==> src/rtl/rps_pkg.sv <==
// rtl/rps_pkg.sv - shared rock-paper-scissors move constants, FSM states and helpers
//
// Purpose: common definitions for the computer player blocks.
//   ROCK/SCISSOR/PAPER : move encodings
//   state_t            : predictor FSM states
//   beat()             : move that defeats a given move
package rps_pkg;

   localparam int ROCK    = 0;
   localparam int SCISSOR = 1;
   localparam int PAPER   = 2;

   typedef enum logic [1:0] {
      INIT    = 2'd0,
      IDLE    = 2'd1,
      UPDATE  = 2'd2,
      PREDICT = 2'd3
   } state_t;

   // Each move is beaten by the move encoded just below it, with wrap.
   function automatic int beat(input int m, input int num_moves);
      return (m == 0) ? num_moves - 1 : m - 1;
   endfunction

endpackage

==> src/rtl/markov_predictor_if.sv <==
// rtl/markov_predictor_if.sv - round/choice handshake between scoring logic and the predictor
//
// Purpose: groups the round strobe, both moves and the predictor responses.
//   master : scoring side, drives round_valid/user_move/com_move/mode
//   slave  : predictor side, drives ready/choice/choice_valid/err
interface markov_predictor_if #(
   parameter int MOVE_W = 2
);

   logic              round_valid;
   logic [MOVE_W-1:0] user_move;
   logic [MOVE_W-1:0] com_move;
   logic              mode;
   logic              ready;
   logic [MOVE_W-1:0] choice;
   logic              choice_valid;
   logic              err;

   modport master (
      output round_valid, user_move, com_move, mode,
      input  ready, choice, choice_valid, err
   );

   modport slave (
      input  round_valid, user_move, com_move, mode,
      output ready, choice, choice_valid, err
   );

endinterface

==> src/rtl/lfsr16.sv <==
// rtl/lfsr16.sv - free-running 16-bit Galois LFSR (taps 16'hB400)
//
// Purpose: pseudo-random source shared by the random and Markov players.
//   clock      : system clock
//   reset_n    : asynchronous active-low reset, loads SEED
//   lfsr_state : current LFSR value, advances every clock
module lfsr16 #(
   parameter logic [15:0] SEED = 16'hACE1
) (
   input  logic        clock,
   input  logic        reset_n,
   output logic [15:0] lfsr_state
);

   always_ff @(posedge clock or negedge reset_n) begin
      if (!reset_n) begin
         lfsr_state <= SEED;
      end else begin
         lfsr_state <= (lfsr_state >> 1) ^ (lfsr_state[0] ? 16'hB400 : 16'h0000);
      end
   end

endmodule

==> src/rtl/markov_predictor.sv <==
// rtl/markov_predictor.sv - Markov-chain move predictor for the rock-paper-scissors computer player
//
// Purpose: counts user-move transitions per {com,user} history context and
// plays the move that beats the most likely next user move.
//   clock   : system clock
//   reset_n : asynchronous active-low reset
//   bus     : slave side of markov_predictor_if
//             in  round_valid, user_move, com_move, mode
//             out ready, choice, choice_valid, err
module markov_predictor
   import rps_pkg::*;
#(
   parameter int          NUM_MOVES = 3,
   parameter int          MOVE_W    = 2,
   parameter int          HIST      = 1,
   parameter int          CNT_W     = 8,
   parameter logic [15:0] SEED      = 16'hACE1
) (
   input logic               clock,
   input logic               reset_n,
   markov_predictor_if.slave bus
);

   localparam int CTX_W = 2 * MOVE_W * HIST;
   localparam int ROWS  = 1 << CTX_W;
   localparam int HF_W  = $clog2(HIST + 1);

   localparam logic [HF_W-1:0]  HF_FULL  = HF_W'(HIST);
   localparam logic [CNT_W-1:0] CNT_MAX  = '1;
   localparam logic [CTX_W-1:0] LAST_ROW = '1;

   state_t            state;
   logic [CTX_W-1:0]  ctx;
   logic [CTX_W-1:0]  row_idx;
   logic [HF_W-1:0]   hfill;
   logic [MOVE_W-1:0] lat_user;
   logic [MOVE_W-1:0] lat_com;
   logic              lat_mode;
   logic [15:0]       lfsr;

   logic [CNT_W-1:0]  cnt_tbl [ROWS][NUM_MOVES];
   logic [CNT_W-1:0]  rd_row  [NUM_MOVES];
   logic [CNT_W-1:0]  max_val;
   int                rnd_idx;
   int                pred_idx;
   logic              use_rnd;
   logic              move_illegal;

   lfsr16 #(.SEED(SEED)) u_lfsr (
      .clock      (clock),
      .reset_n    (reset_n),
      .lfsr_state (lfsr)
   );

   always_comb rnd_idx = int'(lfsr) % NUM_MOVES;

   // Single row read port: UPDATE reads the old context, PREDICT reads the
   // freshly shifted one, both through ctx.
   always_comb begin
      for (int m = 0; m < NUM_MOVES; m++) begin
         rd_row[m] = cnt_tbl[ctx][m];
      end
   end

   // Maximum counter, ties broken by scanning upward from the random index.
   always_comb begin
      int   j;
      logic found;
      max_val  = '0;
      pred_idx = 0;
      found    = 1'b0;
      j        = 0;
      for (int m = 0; m < NUM_MOVES; m++) begin
         if (rd_row[m] > max_val) max_val = rd_row[m];
      end
      for (int i = 0; i < NUM_MOVES; i++) begin
         j = rnd_idx + i;
         if (j >= NUM_MOVES) j = j - NUM_MOVES;
         if (!found && rd_row[j] == max_val) begin
            pred_idx = j;
            found    = 1'b1;
         end
      end
   end

   always_comb use_rnd = !lat_mode || (hfill != HF_FULL) || (max_val == '0);

   always_comb move_illegal = (int'(bus.user_move) >= NUM_MOVES) ||
                              (int'(bus.com_move) >= NUM_MOVES);

   // Table storage carries no reset; INIT sweeps every row to zero instead.
   always_ff @(posedge clock) begin
      if (state == INIT) begin
         for (int m = 0; m < NUM_MOVES; m++) begin
            cnt_tbl[row_idx][m] <= '0;
         end
      end else if (state == UPDATE && hfill == HF_FULL) begin
         if (rd_row[lat_user] == CNT_MAX) begin
            // Halve the whole row to keep relative weights, then count.
            for (int m = 0; m < NUM_MOVES; m++) begin
               cnt_tbl[ctx][m] <= (rd_row[m] >> 1) +
                                  ((m == int'(lat_user)) ? CNT_W'(1) : CNT_W'(0));
            end
         end else begin
            cnt_tbl[ctx][lat_user] <= rd_row[lat_user] + CNT_W'(1);
         end
      end
   end

   always_ff @(posedge clock or negedge reset_n) begin
      if (!reset_n) begin
         state            <= INIT;
         row_idx          <= '0;
         ctx              <= '0;
         hfill            <= '0;
         lat_user         <= '0;
         lat_com          <= '0;
         lat_mode         <= 1'b0;
         bus.ready        <= 1'b0;
         bus.choice       <= MOVE_W'(ROCK);
         bus.choice_valid <= 1'b0;
         bus.err          <= 1'b0;
      end else begin
         bus.choice_valid <= 1'b0;
         bus.err          <= 1'b0;
         case (state)
            INIT: begin
               row_idx <= row_idx + CTX_W'(1);
               if (row_idx == LAST_ROW) begin
                  state     <= IDLE;
                  bus.ready <= 1'b1;
               end
            end
            IDLE: begin
               if (bus.round_valid) begin
                  if (move_illegal) begin
                     bus.err <= 1'b1;
                  end else begin
                     lat_user  <= bus.user_move;
                     lat_com   <= bus.com_move;
                     lat_mode  <= bus.mode;
                     bus.ready <= 1'b0;
                     state     <= UPDATE;
                  end
               end
            end
            UPDATE: begin
               // Newest pair enters the LSBs; the oldest falls off the top.
               ctx <= CTX_W'({ctx, lat_com, lat_user});
               if (hfill != HF_FULL) hfill <= hfill + HF_W'(1);
               state <= PREDICT;
            end
            PREDICT: begin
               bus.choice       <= use_rnd ? MOVE_W'(rnd_idx) : MOVE_W'(beat(pred_idx, NUM_MOVES));
               bus.choice_valid <= 1'b1;
               bus.ready        <= 1'b1;
               state            <= IDLE;
            end
            default: state <= INIT;
         endcase
      end
   end

endmodule

==> src/flat_wrapper.sv <==
// flat-port wrapper written by rule: the top's interface ports become plain ports
module markov_predictor_flat import rps_pkg::*;
#(
   parameter int          NUM_MOVES = 3,
   parameter int          MOVE_W    = 2,
   parameter int          HIST      = 1,
   parameter int          CNT_W     = 8,
   parameter logic [15:0] SEED      = 16'hACE1
)
  (clock, reset_n, bus_round_valid, bus_user_move, bus_com_move, bus_mode, bus_ready, bus_choice, bus_choice_valid, bus_err);
  markov_predictor_if #(.MOVE_W(MOVE_W)) bus_i ();
  input logic clock;
  input logic reset_n;
  input wire logic [$bits(bus_i.round_valid)-1:0] bus_round_valid;
  input wire logic [$bits(bus_i.user_move)-1:0] bus_user_move;
  input wire logic [$bits(bus_i.com_move)-1:0] bus_com_move;
  input wire logic [$bits(bus_i.mode)-1:0] bus_mode;
  output wire logic [$bits(bus_i.ready)-1:0] bus_ready;
  output wire logic [$bits(bus_i.choice)-1:0] bus_choice;
  output wire logic [$bits(bus_i.choice_valid)-1:0] bus_choice_valid;
  output wire logic [$bits(bus_i.err)-1:0] bus_err;
  assign bus_i.round_valid = bus_round_valid;
  assign bus_i.user_move = bus_user_move;
  assign bus_i.com_move = bus_com_move;
  assign bus_i.mode = bus_mode;
  assign bus_ready = bus_i.ready;
  assign bus_choice = bus_i.choice;
  assign bus_choice_valid = bus_i.choice_valid;
  assign bus_err = bus_i.err;
  markov_predictor #(.NUM_MOVES(NUM_MOVES), .MOVE_W(MOVE_W), .HIST(HIST), .CNT_W(CNT_W), .SEED(SEED)) u_core (.clock(clock), .reset_n(reset_n), .bus(bus_i));
endmodule
==> config.mk <==
export PLATFORM = sky130hd
export DESIGN_NAME = markov_predictor_flat
export DESIGN_NICKNAME = d
export VERILOG_FILES = /design/src/rtl/rps_pkg.sv /design/src/rtl/markov_predictor_if.sv /design/src/rtl/lfsr16.sv /design/src/rtl/markov_predictor.sv /design/src/flat_wrapper.sv
export SDC_FILE = /design/constraint.sdc
export NUM_CORES = 1
export LEC_CHECK = 0
export ABC_AREA = 1
export BUFFER_PORTS_ARGS = -buffer_cell sky130_fd_sc_hd__buf_4
export CORE_UTILIZATION = 50
export DETAILED_ROUTE_END_ITERATION = 7
export PLACE_DENSITY = 0.67
export SLEW_MARGIN = 20
export SYNTH_ARGS = -nofsm -noshare
export SYNTH_HDL_FRONTEND = slang
export SYNTH_SLANG_ARGS = --single-unit
==> constraint.sdc <==
create_clock -name clock -period 10.3 [get_ports clock]
set_clock_uncertainty 0.05 [all_clocks]
set_input_delay 0.515 -clock clock [delete_from_list [all_inputs] [get_ports clock]]
set_output_delay 0.515 -clock clock [all_outputs]
set_load 0.02 [all_outputs]
==> flow_summary_export.csv <==
group,metric,value,unit
outcome,status,"finished, violations left",
outcome,failed_checks,"setup timing",
setup_path,crit_buf_inv,14,
routing,wirelength,72720,um
synth,yosys_register_bits,421,
flow_run,drv_cap,0,
sta,max_slew_margin,24.70,%
layout,layout.nets,3213,
power_and_ir_drop,swShare,48.55,%
global_routing,grt.total_usage,27.26,%
layout,fill_cells,4150,
power_and_ir_drop,switchingPower,4.255,mW
synth,synth_seq_area_share,49.49,%
setup_path,critPathKind,"reg2reg",
global_routing,grt_pass1_vias,20470,
global_routing,grt_remaining_overflow,0,
power_and_ir_drop,power.leakage,13.02,nW
clock_network,tritoncts,"yes",
sta,fin_crit,11020,ps
synth,yosys.area.top_type_share,45.77,%
layout,finish.utilization,61.98,%
sta,timing.final.crit_share,107.0,%
sta,setup_slack,-716.9,ps
clock_network,htreeDepth,2,
placement,gp_congestion,0.9544,
clock_network,clockBufferDepth,3,
setup_path,arrival,11410,ps
setup_path,critPathMaxFanout,8,
clock_network,root_buffer,"clkbuf_16",
placement,dpl.hpwl,48520,um
power_and_ir_drop,seqPwrFrac,27.4,%
placement,port_buffers,12,
synth,synth-edff-count,384,
synth,synth_most_common_cell,"nand2_1",
synth,syn_inst,2865,
layout,area_growth,21.44,%
sta,final_hold_viol_count,0,
power_and_ir_drop,power_per_cell_area,286.5,mW/mm^2
synth,synth.cell_area,0.02519,mm^2
setup_path,cp.required,10700,ps
global_routing,antenna_found_initial,0,
clock_network,clkTransAtPathRegs,60,ps
floorplanning,rows,81,
sta,setup_viol,2,
routing,dr.first_iter.drc_count,2288,
synth,synth_flop_cell,"edfxtp_1",
routing,avgRoutedWirePerCell,18.83,um
setup_path,cp-end-kind,"register",
sta,worstMarginPinSlew,1125,ps
synth,synth_cell_types,63,
sta,hold_ws,146.7,ps
power_and_ir_drop,power_frac_clock,16.7,%
placement,dpl-instance-area,0.02786,mm^2
setup_path,path_delay_family,"simple AND/OR/NAND/NOR gates",
routing,drcViolationCount,0,
global_routing,grt_pass1_wl,109700,um
floorplanning,die_y,226.5,um
setup_path,crit_path_start_kind,"register",
layout,drive_gt1_share,25.11,%
worst_hold_path,hold_class,"in2reg",
synth,yosys-top-cells-area,"edfxtp_1 (46%), nand2_1 (8.2%), nor2_1 (6.2%), o21ai_0 (5.3%), nand3_1 (4.5%)",
synth,syn_nets,2911,
power_and_ir_drop,total_power,8.764,mW
setup_path,cpPeakStageDelay,550,ps
setup_path,slowest_stage,"dfstp_2",
synth,yosys-top-cells-count,"nand2_1 (551), nor2_1 (417), edfxtp_1 (384)",
floorplanning,core_area,0.04936,mm^2
layout,antenna_cells,0,
routing,post_drt_via_cell_ratio,5.713,
floorplanning,die_w,226.5,um
floorplanning,fp.dieArea,0.05128,mm^2
clock_network,clk_latency,550,ps
synth,avgSynthCellArea,8.793,um^2
sta,rsz0062_at_grt,"true",
clock_network,clkSinkCount,421,
synth,synthArstFlopShare,8.789,%
global_routing,grt_start_max_net_pins,94,
routing,antenna_left,0,
synth,ys_warn_count,0,
layout,final_area,0.03059,mm^2
placement,dp_slack,-586.9,ps
synth,yosysTopAreaCell,"edfxtp_1",
clock_network,cts_buffers,43,
routing,drtPass1Iterations,6,
sta,drv_slew,0,
power_and_ir_drop,ir_drop,324.2,uV
floorplanning,pin_count,13,
setup_path,crit_path_frequent_cell,"nand2_2",
sta,fmax,90.77,MHz
floorplanning,start_util,51.04,%
power_and_ir_drop,power_frac_comb,55.9,%
power_and_ir_drop,p_int,4.509,mW
routing,vias,22070,
==> layout by cell type, fill, tap and decap left out, types with 9 or more instances in the layout <==
master     count
nor2_1       392
nor2_4        35
nand3_2       50
nand4_4       11
o21ai_0      261
inv_1        225
nand2_1      503
nor2_2        36
nand3_1      202
nand4_1       39
nor3_1        15
inv_2         30
clkbuf_16     43
buf_4        345
o221ai_1      67
o22ai_1       32
o211ai_1      42
nand2_2       80
clkinv_1      13
nand3_4       22
xnor2_1       17
xor2_1        60
edfxtp_1     384
dfrtp_1       26
ha_1          32
nand2_4       40
buf_6         15
a21oi_1       34
clkinv_2       9
==> final cells by class <==
cell class                      count  area [um^2]  share of cell area [%]
Timing Repair inverter              1        5.005                 0.01636
Timing Repair Buffer              365         2844                   9.296
Tap cell                          664        830.8                   2.716
Sequential cell                   421        12470                   40.77
Inverter                          269         1033                   3.378
Multi-Input combinational cell   2066        12110                   39.58
Clock inverter                     27        198.9                  0.6503
Clock buffer                       49         1099                   3.591
==> power by group through the flow <==
stage / registers [mW] / clock network (mW) / logic [mW]
global placement: 2.43 / 0 / 4.55
detailed placement: 2.43 / 0 / 4.63
global route: 2.42 / 1.53 / 5.34
floorplan: 2.39 / 0 / 3.10
CTS: 2.40 / 1.47 / 4.68
finish: 2.40 / 1.47 / 4.90
==> tightest hold or removal path, stage by stage <==
cell and delay [ps]:
buf_4 100, nand2_1 50, nand2_1 50
==> registers in the layout, summed over array words and instances, names as in the netlist <==
signal and cells:
u_core.bus.choice 2, u_core.ctx 4, u_core.hfill 1, u_core.cnt_tbl 384, u_core.u_lfsr.lfsr_state 16, u_core.row_idx 4
u_core.bus.ready 1, u_core.bus.choice_valid 1, u_core.lat_mode 1, u_core.state 2, u_core.bus.err 1, u_core.lat_com 2
u_core.lat_user 2
==> worst paths after layout <==
| kind | slack, ps | endpoint | depth (start not counted) | from |
|---|---|---|---|---|
| setup / recovery | -720 | u_core.bus.choice[1]$_DFFE_PN0P_ | 91 | u_core.u_lfsr.lfsr_state[15]$_DFF_PN1_ |
| setup reg to reg | -720 | u_core.bus.choice[1]$_DFFE_PN0P_ | 91 | u_core.u_lfsr.lfsr_state[15]$_DFF_PN1_ |
| hold / removal | 150 | u_core.lat_mode$_DFFE_PN0P_ | 3 | bus_mode |
| hold reg to reg | 350 | u_core.u_lfsr.lfsr_state[6]$_DFF_PN1_ | 0 | u_core.u_lfsr.lfsr_state[7]$_DFF_PN1_ |
| max in group asynchronous | 9300 | u_core.ctx[0]$_DFFE_PN0N_ | 2 | reset_n |
| min in group asynchronous | 460 | u_core.u_lfsr.lfsr_state[9]$_DFF_PN0_ | 2 | reset_n |
==> cells by family (layout without fill, tap and decap cells) <==
group,after synthesis,in the layout,share of synthesized area (%)
compound gates,496,496,12.09
flops,421,421,49.49
buf+inv,379,711,6.213
mux,4,4,0.1589
simple gates,1446,1447,27.32
fa+ha+maj,38,38,1.887
xor+xnor,81,81,2.846
==> routing by layer <==
| layer | vias up | routed length [um] | track usage (%) | part of all wire (%) |
|---|---|---|---|---|
| li1 | 10500 | - | - | - |
| met3 | 123 | 5086 | 2.955 | 7.0 |
| met4 | 0 | 1449 | 6.473 | 2.0 |
| met1 | 10570 | 31320 | 38.28 | 43 |
| met5 | - | 0 | 0 | 0 |
| met2 | 871 | 34870 | 45.20 | 48 |
==> timing repair <==
action,4_1_cts,5_1_grt
hold buffers,1,0
setup buffers,20,39
setup endpoints to repair,2,2
gates cloned,0,4
endpoints found under the hold margin,29,0
resized for setup,51,180
pin swaps,23,113
==> metrics by stage <==
| step | setup TNS (ps) | instances |
|---|---|---|
| 2_1_floorplan | -129.6 | 2865 |
| 3_3_place_gp | -155.7 | 3722 |
| 3_5_place_dp | -1020 | 3722 |
| 4_1_cts | -507.3 | 3819 |
| 5_1_grt | -2562 | 3862 |
| 6_report | -1245 | 3862 |
(Power assumes the default switching activity.)
